**src/rtl/maze_game_ctrl.sv**
```systemverilog
// Play-state sequencer for the VGA maze: debounces the buttons, issues at most one
// move per frame, judges wall/goal hits reported by the renderer and tracks lives.
module maze_game_ctrl #(
  parameter int DEBOUNCE_CYCLES = 500000,
  parameter int LIVES           = 3,
  parameter int HIT_FRAMES      = 60,
  parameter int END_FRAMES      = 120
) (
  input  logic       clk,
  input  logic       rst_n,
  input  logic       frame_tick,
  input  logic       btn_up_n,
  input  logic       btn_down_n,
  input  logic       btn_right_n,
  input  logic       btn_start_n,
  input  logic       wall_hit,
  input  logic       goal_hit,
  output logic       move_up,
  output logic       move_down,
  output logic       move_right,
  output logic       square_reset,
  output logic [2:0] state,
  output logic [2:0] lives
);

  typedef enum logic [2:0] {
    S_IDLE = 3'd0,
    S_PLAY = 3'd1,
    S_HIT  = 3'd2,
    S_WIN  = 3'd3,
    S_LOSE = 3'd4
  } state_t;

  localparam int DW   = $clog2(DEBOUNCE_CYCLES);
  localparam int FMAX = (HIT_FRAMES > END_FRAMES) ? HIT_FRAMES : END_FRAMES;
  localparam int FW   = $clog2(FMAX + 1);

  localparam logic [DW-1:0] DB_LAST  = DW'(DEBOUNCE_CYCLES - 1);
  localparam logic [FW-1:0] HIT_LAST = FW'(HIT_FRAMES - 1);
  localparam logic [FW-1:0] END_CNT  = FW'(END_FRAMES);
  localparam logic [2:0]    LIVES_I  = 3'(LIVES);

  // Button vector order: [0] up, [1] down, [2] right, [3] start (all active-low).
  logic [3:0]    btn_raw;
  logic [3:0]    sync1, sync2, btn_acc;
  logic [DW-1:0] db_cnt [4];
  logic          start_q;
  logic          start_evt;

  assign btn_raw = {btn_start_n, btn_right_n, btn_down_n, btn_up_n};

  always_ff @(posedge clk) begin
    if (!rst_n) begin
      sync1   <= 4'hF;
      sync2   <= 4'hF;
      btn_acc <= 4'hF;
      start_q <= 1'b1;
      for (int i = 0; i < 4; i++) db_cnt[i] <= '0;
    end else begin
      sync1   <= btn_raw;
      sync2   <= sync1;
      start_q <= btn_acc[3];
      for (int i = 0; i < 4; i++) begin
        if (sync2[i] != btn_acc[i]) begin
          if (db_cnt[i] == DB_LAST) begin
            btn_acc[i] <= sync2[i];
            db_cnt[i]  <= '0;
          end else begin
            db_cnt[i] <= db_cnt[i] + 1'b1;
          end
        end else begin
          db_cnt[i] <= '0;
        end
      end
    end
  end

  assign start_evt = start_q & ~btn_acc[3];

  // Renderer flags raised on the tick itself belong to the following frame.
  logic hit_flag, goal_flag;

  always_ff @(posedge clk) begin
    if (!rst_n) begin
      hit_flag  <= 1'b0;
      goal_flag <= 1'b0;
    end else if (frame_tick) begin
      hit_flag  <= wall_hit;
      goal_flag <= goal_hit;
    end else begin
      hit_flag  <= hit_flag | wall_hit;
      goal_flag <= goal_flag | goal_hit;
    end
  end

  state_t        state_q, state_n;
  logic [2:0]    lives_q, lives_n;
  logic [FW-1:0] fcnt_q, fcnt_n;
  logic          mu_n, md_n, mr_n, sr_n;
  logic          mu_q, md_q, mr_q, sr_q;

  always_ff @(posedge clk) begin
    if (!rst_n) begin
      state_q <= S_IDLE;
      lives_q <= LIVES_I;
      fcnt_q  <= '0;
      mu_q    <= 1'b0;
      md_q    <= 1'b0;
      mr_q    <= 1'b0;
      sr_q    <= 1'b0;
    end else begin
      state_q <= state_n;
      lives_q <= lives_n;
      fcnt_q  <= fcnt_n;
      mu_q    <= mu_n;
      md_q    <= md_n;
      mr_q    <= mr_n;
      sr_q    <= sr_n;
    end
  end

  always_comb begin
    state_n = state_q;
    lives_n = lives_q;
    fcnt_n  = fcnt_q;
    mu_n    = 1'b0;
    md_n    = 1'b0;
    mr_n    = 1'b0;
    sr_n    = 1'b0;
    case (state_q)
      S_IDLE: begin
        lives_n = LIVES_I;
        if (start_evt) begin
          state_n = S_PLAY;
          sr_n    = 1'b1;
        end
      end
      S_PLAY: begin
        if (frame_tick) begin
          if (hit_flag) begin
            lives_n = lives_q - 3'd1;
            sr_n    = 1'b1;
            fcnt_n  = '0;
            state_n = (lives_q == 3'd1) ? S_LOSE : S_HIT;
          end else if (goal_flag) begin
            fcnt_n  = '0;
            state_n = S_WIN;
          end else if (!btn_acc[0]) begin
            mu_n = 1'b1;
          end else if (!btn_acc[1]) begin
            md_n = 1'b1;
          end else if (!btn_acc[2]) begin
            mr_n = 1'b1;
          end
        end
      end
      S_HIT: begin
        if (frame_tick) begin
          if (fcnt_q == HIT_LAST) begin
            fcnt_n  = '0;
            state_n = S_PLAY;
          end else begin
            fcnt_n = fcnt_q + 1'b1;
          end
        end
      end
      S_WIN, S_LOSE: begin
        // The frame count saturates at END_FRAMES; only then is start honoured.
        if (start_evt && fcnt_q >= END_CNT) begin
          fcnt_n  = '0;
          lives_n = LIVES_I;
          state_n = S_IDLE;
        end else if (frame_tick && fcnt_q < END_CNT) begin
          fcnt_n = fcnt_q + 1'b1;
        end
      end
      default: begin
        fcnt_n  = '0;
        state_n = S_IDLE;
      end
    endcase
  end

  assign move_up      = mu_q;
  assign move_down    = md_q;
  assign move_right   = mr_q;
  assign square_reset = sr_q;
  assign state        = state_q;
  assign lives        = lives_q;

endmodule

```
**config.mk**
```make
export PLATFORM = sky130hd
export DESIGN_NAME = maze_game_ctrl
export DESIGN_NICKNAME = d
export VERILOG_FILES = /design/src/rtl/maze_game_ctrl.sv
export SDC_FILE = /design/constraint.sdc
export NUM_CORES = 1
export LEC_CHECK = 0
export CORE_MARGIN = 2
export CORE_UTILIZATION = 45
export DETAILED_ROUTE_END_ITERATION = 8
export PLACE_DENSITY = 0.61
export SLEW_MARGIN = 5
export SYNTH_ARGS = -nofsm -noshare
export SYNTH_HDL_FRONTEND = slang
export SYNTH_SLANG_ARGS = --single-unit
```
**constraint.sdc**
```tcl
create_clock -name clk -period 5 [get_ports clk]
set_input_delay 0.5 -clock clk [delete_from_list [all_inputs] [get_ports clk]]
set_output_delay 0.5 -clock clk [all_outputs]
set_load 0.02 [all_outputs]
```
## After elaboration in Yosys (flattened, before gate mapping)

Memory sizes are Yosys's and may differ from the RTL's.
Cells that the tools add are included.

| cells by class | value |
|---|---|
| add/subtract/negate cells | 6 |
| $mul | 0 |
| divide/modulo/power cells | 0 |
| order comparisons | 2 |
| equality and inequality tests | 22 |
| shifts and indexed selects | 0 |
| mux-type cells | 87 |
| bitwise gates (word level) | 22 |
| reduce and logical (&&, ||, !) cells | 15 |

Operator list:

| cell | number |
|---|---|
| 19-bit two-way mux | 12 |
| 19-bit by 1-bit adder with 19-bit output, second input constant | 4 |
| 19-bit == test, second input constant | 4 |
| 1-bit two-way mux | 53 |
| 7-bit two-way mux | 7 |
| 3-bit two-way mux | 11 |
| 7-bit case mux with 4 select lines | 1 |
| 1-bit OR | 14 |
| 2-bit inequality test, second input constant | 6 |
| 3-bit case mux with 4 select lines | 1 |
| 3-bit case mux with 3 select lines | 1 |
| 2-bit AND reduction | 4 |
| 7-bit by 1-bit adder with 7-bit output, second input constant | 1 |
| 7-bit by 6-bit == test with 1-bit output, second input constant | 1 |
| 7-bit >= comparator, second input constant | 1 |
| 7-bit less-than comparator, second input constant | 1 |
| 1-bit NOT | 7 |
| 7-bit OR reduction | 1 |
| 3-bit by 1-bit == test with 1-bit output, second input constant | 2 |
| 3-bit by 2-bit == test with 1-bit output, second input constant | 2 |
| 3-bit inequality test, second input constant | 2 |
| 6-bit AND reduction | 1 |
| 6-bit OR reduction | 1 |
| 5-bit AND reduction | 1 |
| 11 further kinds | 15 |

| word-level totals | value |
|---|---|
| bits in registers | 32 |
| bits in latches | 0 |
| memory bits (writable) | 76 |
| ROM bits | 0 |
| input port bits | 9 |
| output and inout bits | 10 |
| logic and storage cells | 171 |
| memories | 1 |

Memory list:

| memory | depth | width | rd ports | clocked after Yosys merged registers in | wr ports | line | text |
|---|---|---|---|---|---|---|---|
| db_cnt | 4 | 19 | 4 | 0 | 4 | 46 | `logic [DW-1:0] db_cnt [4];` |

## Longest topological paths before layout

| logic depth | value |
|---|---|
| depth in word-level cells | 8 |
| depth in mapped cells | 9 |

## Least setup slack after synthesis

No wires, ideal clock.

| timing | value |
|---|---|
| path kind | register to register |
| start point | mem db_cnt[2][0] in the netlist's numbering |
| end point | mem db_cnt[2][14] in the netlist's numbering (data pin) |
| arrival | 1.762 ns |
| setup slack | 2.984 ns |
| stages on the path, launching flop included | 10 |
| path buffers | 3 |
| period minus slack after synthesis | 2.016 ns |
| cell sequence | edfxtp_1 > ha_1 > and3_1 > clkbuf_1 > nand2_1 > nor4_2 > or2_1 > buf_4 > buf_4 > nor2_1 |

RTL lines:

| element | line |
|---|---|
| start, declared | 46 |

==> results.md <==
Run status:
- The flow ran to the end, and the final reports show no timing, DRC or antenna violations.

Timing:
- Setup total negative slack on the finished layout was measured at 0 ps.
- The worst path uses 46.5% of the clock period.
- The final hold violation count came to 0.
- Setup violations remaining at the end of the flow were counted as 0.
- The count of pins over their slew limit is 0.
- The peak clock frequency supported by timing is 0.430 GHz.
- Final hold analysis gives a worst-case slack of 419 ps.
- Measured against its own limit, the worst slew margin works out to roughly three fifths.
- The clock tree skew after final layout is 9.04 ps.
- The routed design could run at a clock period as short as 2320 ps.
- Setup repair after global routing left no endpoint under its margin.
- The slew at the pin closest to its max-slew limit is 624 ps.

Worst setup path:
- STA puts the critical path data required time at 5080 ps.
- The critical register-to-register path endpoint is db_cnt[2][8].
- The kind of critical path is reg -> reg.
- Of all nets on the critical path, the largest fanout is 18.
- The startpoint type of the worst setup path is a flop.
- For this design, the slowest cell found on the critical path is or2_1.
- Grouping stages by cell kind, the critical path spends the most delay in simple AND/OR/NAND/NOR gates.
- For the worst setup path, the data arrival time is 2400 ps.
- The reg2reg setup slack is between 2000 and 3000 ps.
- Walking the worst path, the cells encountered are ha_1 -> and3_1 -> nand2_1 -> nor4_2 -> or2_1 -> nor2_1.
- The delay of the slowest cell on the worst path is 540 ps.
- The depth of the most critical reg-to-reg path is 6.
- Counting both buffers and inverters, the worst setup path holds a total of 0.
- The critical register-to-register path startpoint is db_cnt[2][0].
- The type of element capturing the critical path is a flop.

Power and ir drop:
- The cell leakage power is approximately 2.2 nW.
- The proportion of power drawn by combinational gates is 3.8%.
- In this run, flip-flops and latches consume between 50% and 60% of the power.
- The worst ir drop on vdd is 144 uV.
- The analysis attributes to net switching a power of approximately 370 uW.
- The power density of the placed cells is ~280 nW/um^2.
- The clock group share of total power is 39.6%.
- The internal power of the cells totals 1.42 mW.
- Net switching is about 21% of the power.

Floorplan:
- The y dimension of the die is between 100 and 150 um.
- 19 I/O pins were placed.
- From left edge to right edge, the die measures 115 um.
- Once the floorplan was initialized, standard cells occupied 46.1% of the core.
- The floorplan step defined a core boundary enclosing 12000 um^2.
- After floorplanning, the core was divided into 40 placement rows.
- The die covers ~13000 um^2.

Worst hold path:
- In this run the most critical hold path is launched from sync1[2].
- The worst hold path terminates at sync2[2].
- Counting instances, the worst hold path has a depth of 1.
- The class of the tightest hold or removal check is reg -> reg.

Layout:
- At the end of the flow, the number of nets in the layout was 651.
- The relative area change from synthesis to final layout is 15.4%.
- The number of fill cells in the layout is 1125.
- The commonest non-fill, non-tap cell in the layout is nor2_1.
- Leaving out fill and tap cells, the most frequent cells in the layout are nor2_1 (101), edfxtp_1 (76), conb_1 (76).
- Cells fill 53.3% of the core in the end.
- The sequential cell area in the final layout is 2920 um^2.
- The finished cells cover 6400 um^2.
- The post-route netlist has 3.91% of its cells at a drive strength greater than 1.
- The number of antenna diodes in the final layout is 0.
- The multi-input logic area is 2740 um^2.

Logic synthesis:
- The mapped netlist covers 5540 um^2.
- The cell count after synthesis is 548.
- The most used flip-flop cell after synthesis is edfxtp_1.
- The synthesized area per cell is 10.1 um^2.
- The fraction of the yosys area taken by sequential cells is 52.7%.
- Ranked by total cell area, the synthesized netlist is headed by edfxtp_1 (41%), dfxtp_1 (12%), nor2_1 (6.8%), xnor2_1 (6.6%), xor2_1 (4.9%).
- The number of flops mapped to enable cells by yosys is 76.
- The Yosys step of the flow raised 0 warnings.
- The async set-reset flop share out of synthesis is 0%.
- The synthesized design contains about 110 register bits.
- In this run, distinct cell masters in the synthesized netlist total 51.
- In this run the biggest area consumer among cell types represents 41.2% of the synthesized area.
- The biggest area contributor in the post-synthesis netlist is edfxtp_1.

Placed design:
- The final estimated routing congestion in global placement is 0.815.
- In this run the tool buffered the top-level ports with 18 buffer cells.
- In this run the cell area measured after placement is 6100 um^2.
- The total half-perimeter wirelength after legalization and detailed placement is 6.99 mm.

Clock tree:
- The post-cts gate resize count is 0.
- The TritonCTS clock tree is yes.
- In this run, post-CTS hold repair placed 0 buffers.
- The clock latency on the worst-skew pair is around 350 ps.
- The maximum number of buffers from clock root to sink is 2.
- Once the clock tree was built, the setup fixing pass inserted 0 buffers.
- The clock-pin slew on the worst setup and hold paths is 70 ps.
- The clock tree root driver cell is clkbuf_16.
- The CTS buffer count is 9.
- The number of levels in the clock H-tree is 3.
- The CTS sink count is 108.

Route:
- The via count normalized by instance count is 4.94.
- The first detailed-routing pass ran for 5 iterations.
- The total via count after detailed routing is 3879.
- For this block, the initial DRC count from the detailed router was ~270.
- After detailed routing, the average wire length per cell comes to 12.3 um.
- The final layout contains routed wiring with a total length of 9.70 mm.
- For this run, design rule violations remaining after detail routing come to 0.
- Once detail routing completed, the nets flagged for antenna violations numbered 0.

GRT:
- The global-route total usage across every layer is 15.8%.
- The via count of the first global-routing pass was around 3700.
- The largest net degree at the start of global routing is 25.
- The number of antenna violations at the first check in global routing is 0.
- Summed over all layers, the global routing overflow is 0.
- The wire length of the first global-routing pass is between 15 and 20 mm.

Flow run:
- The tool flagged a number of max-cap violations equal to 0.
## synth_stat cells, types with 2 or more instances
library cell / count
xnor2_1: 42
nand3_1: 29
o21a_1: 2
or4_1: 2
mux2i_1: 7
nor4_1: 8
nand4b_1: 3
o22ai_1: 4
nand3b_1: 5
o32ai_1: 2
edfxtp_1: 76
dfxtp_1: 32
nor2b_1: 4
buf_4: 6
nand2b_1: 14
and4_1: 5
o21ai_0: 8
o211ai_1: 2
or2_2: 5
and3_1: 10
a21oi_1: 4
and3b_1: 2
nand4_1: 14
nor3b_1: 3
nor2_1: 101
nor4b_1: 6
buf_2: 4
and2_1: 3
inv_1: 16
or3_1: 4
nor3_1: 10
xor2_1: 31
nand2_1: 48
ha_1: 8
clkbuf_1: 8
a21boi_0: 5
## layout make-up
class	instances	share of cell area, %
clock buffers	16	4.71
multi-input cells	480	42.9
repair buffers	19	2.93
well taps	147	2.87
flip-flops and latches	108	45.7
inverters	16	0.939
## metrics by stage
stage	worst slack (ps)	instances	total power, mW
6_report	2680	786	1.80
5_1_grt	2410	786	1.86
4_1_cts	2640	786	1.82
3_5_place_dp	2400	770	1.10
3_3_place_gp	2510	770	1.10
2_1_floorplan	2980	623	1.08
## sequential cells by signal, indices dropped and copies added, names as in the netlist, 3 cells and up
register,count
db_cnt,76
fcnt_q,7
btn_acc,4
sync1,4
sync2,4
lives,3
state,3
## how the worst max path moves through the flow
stage	from	cells after the start	endpoint	slack, ps
2_1_floorplan	db_cnt[2][0]	9	db_cnt[2][14]	2980
3_3_place_gp	rst_n	5	db_cnt[2][3]	2510
3_5_place_dp	rst_n	5	db_cnt[2][8]	2400
4_1_cts	db_cnt[2][0]	6	db_cnt[2][8]	2640
5_1_grt	db_cnt[2][0]	6	db_cnt[2][8]	2410
6_report	db_cnt[2][0]	6	db_cnt[2][8]	2680
## power groups by stage
stage | Clock [mW] | Combinational (mW) | Sequential, mW
after global routing | 0.764 | 0.0798 | 1.02
after detailed placement | 0 | 0.0670 | 1.04
final | 0.711 | 0.0685 | 1.02
after floorplan | 0 | 0.0550 | 1.03
after global placement | 0 | 0.0663 | 1.03
after CTS | 0.734 | 0.0676 | 1.02
## kinds of logic after synthesis
logic type,share of synthesized area [%]
AO/OA/AOI/OAI,3.79
XOR/XNOR,11.5
adder cells (fa/ha/maj),1.81
buffers and inverters,2.87
flip-flops,52.7
multiplexers,1.26
other,0.0677
AND/OR/NAND/NOR,25.9
## routing by layer
layer	global-route usage, %	part of all wire, %	wire (um)
met5	0	0	0
met3	2.74	3.0	290
met4	7.79	2.3	227
met1	22.0	51	4910
met2	24.1	44	4260
No activity file was read; power rests on OpenSTA's default activity.
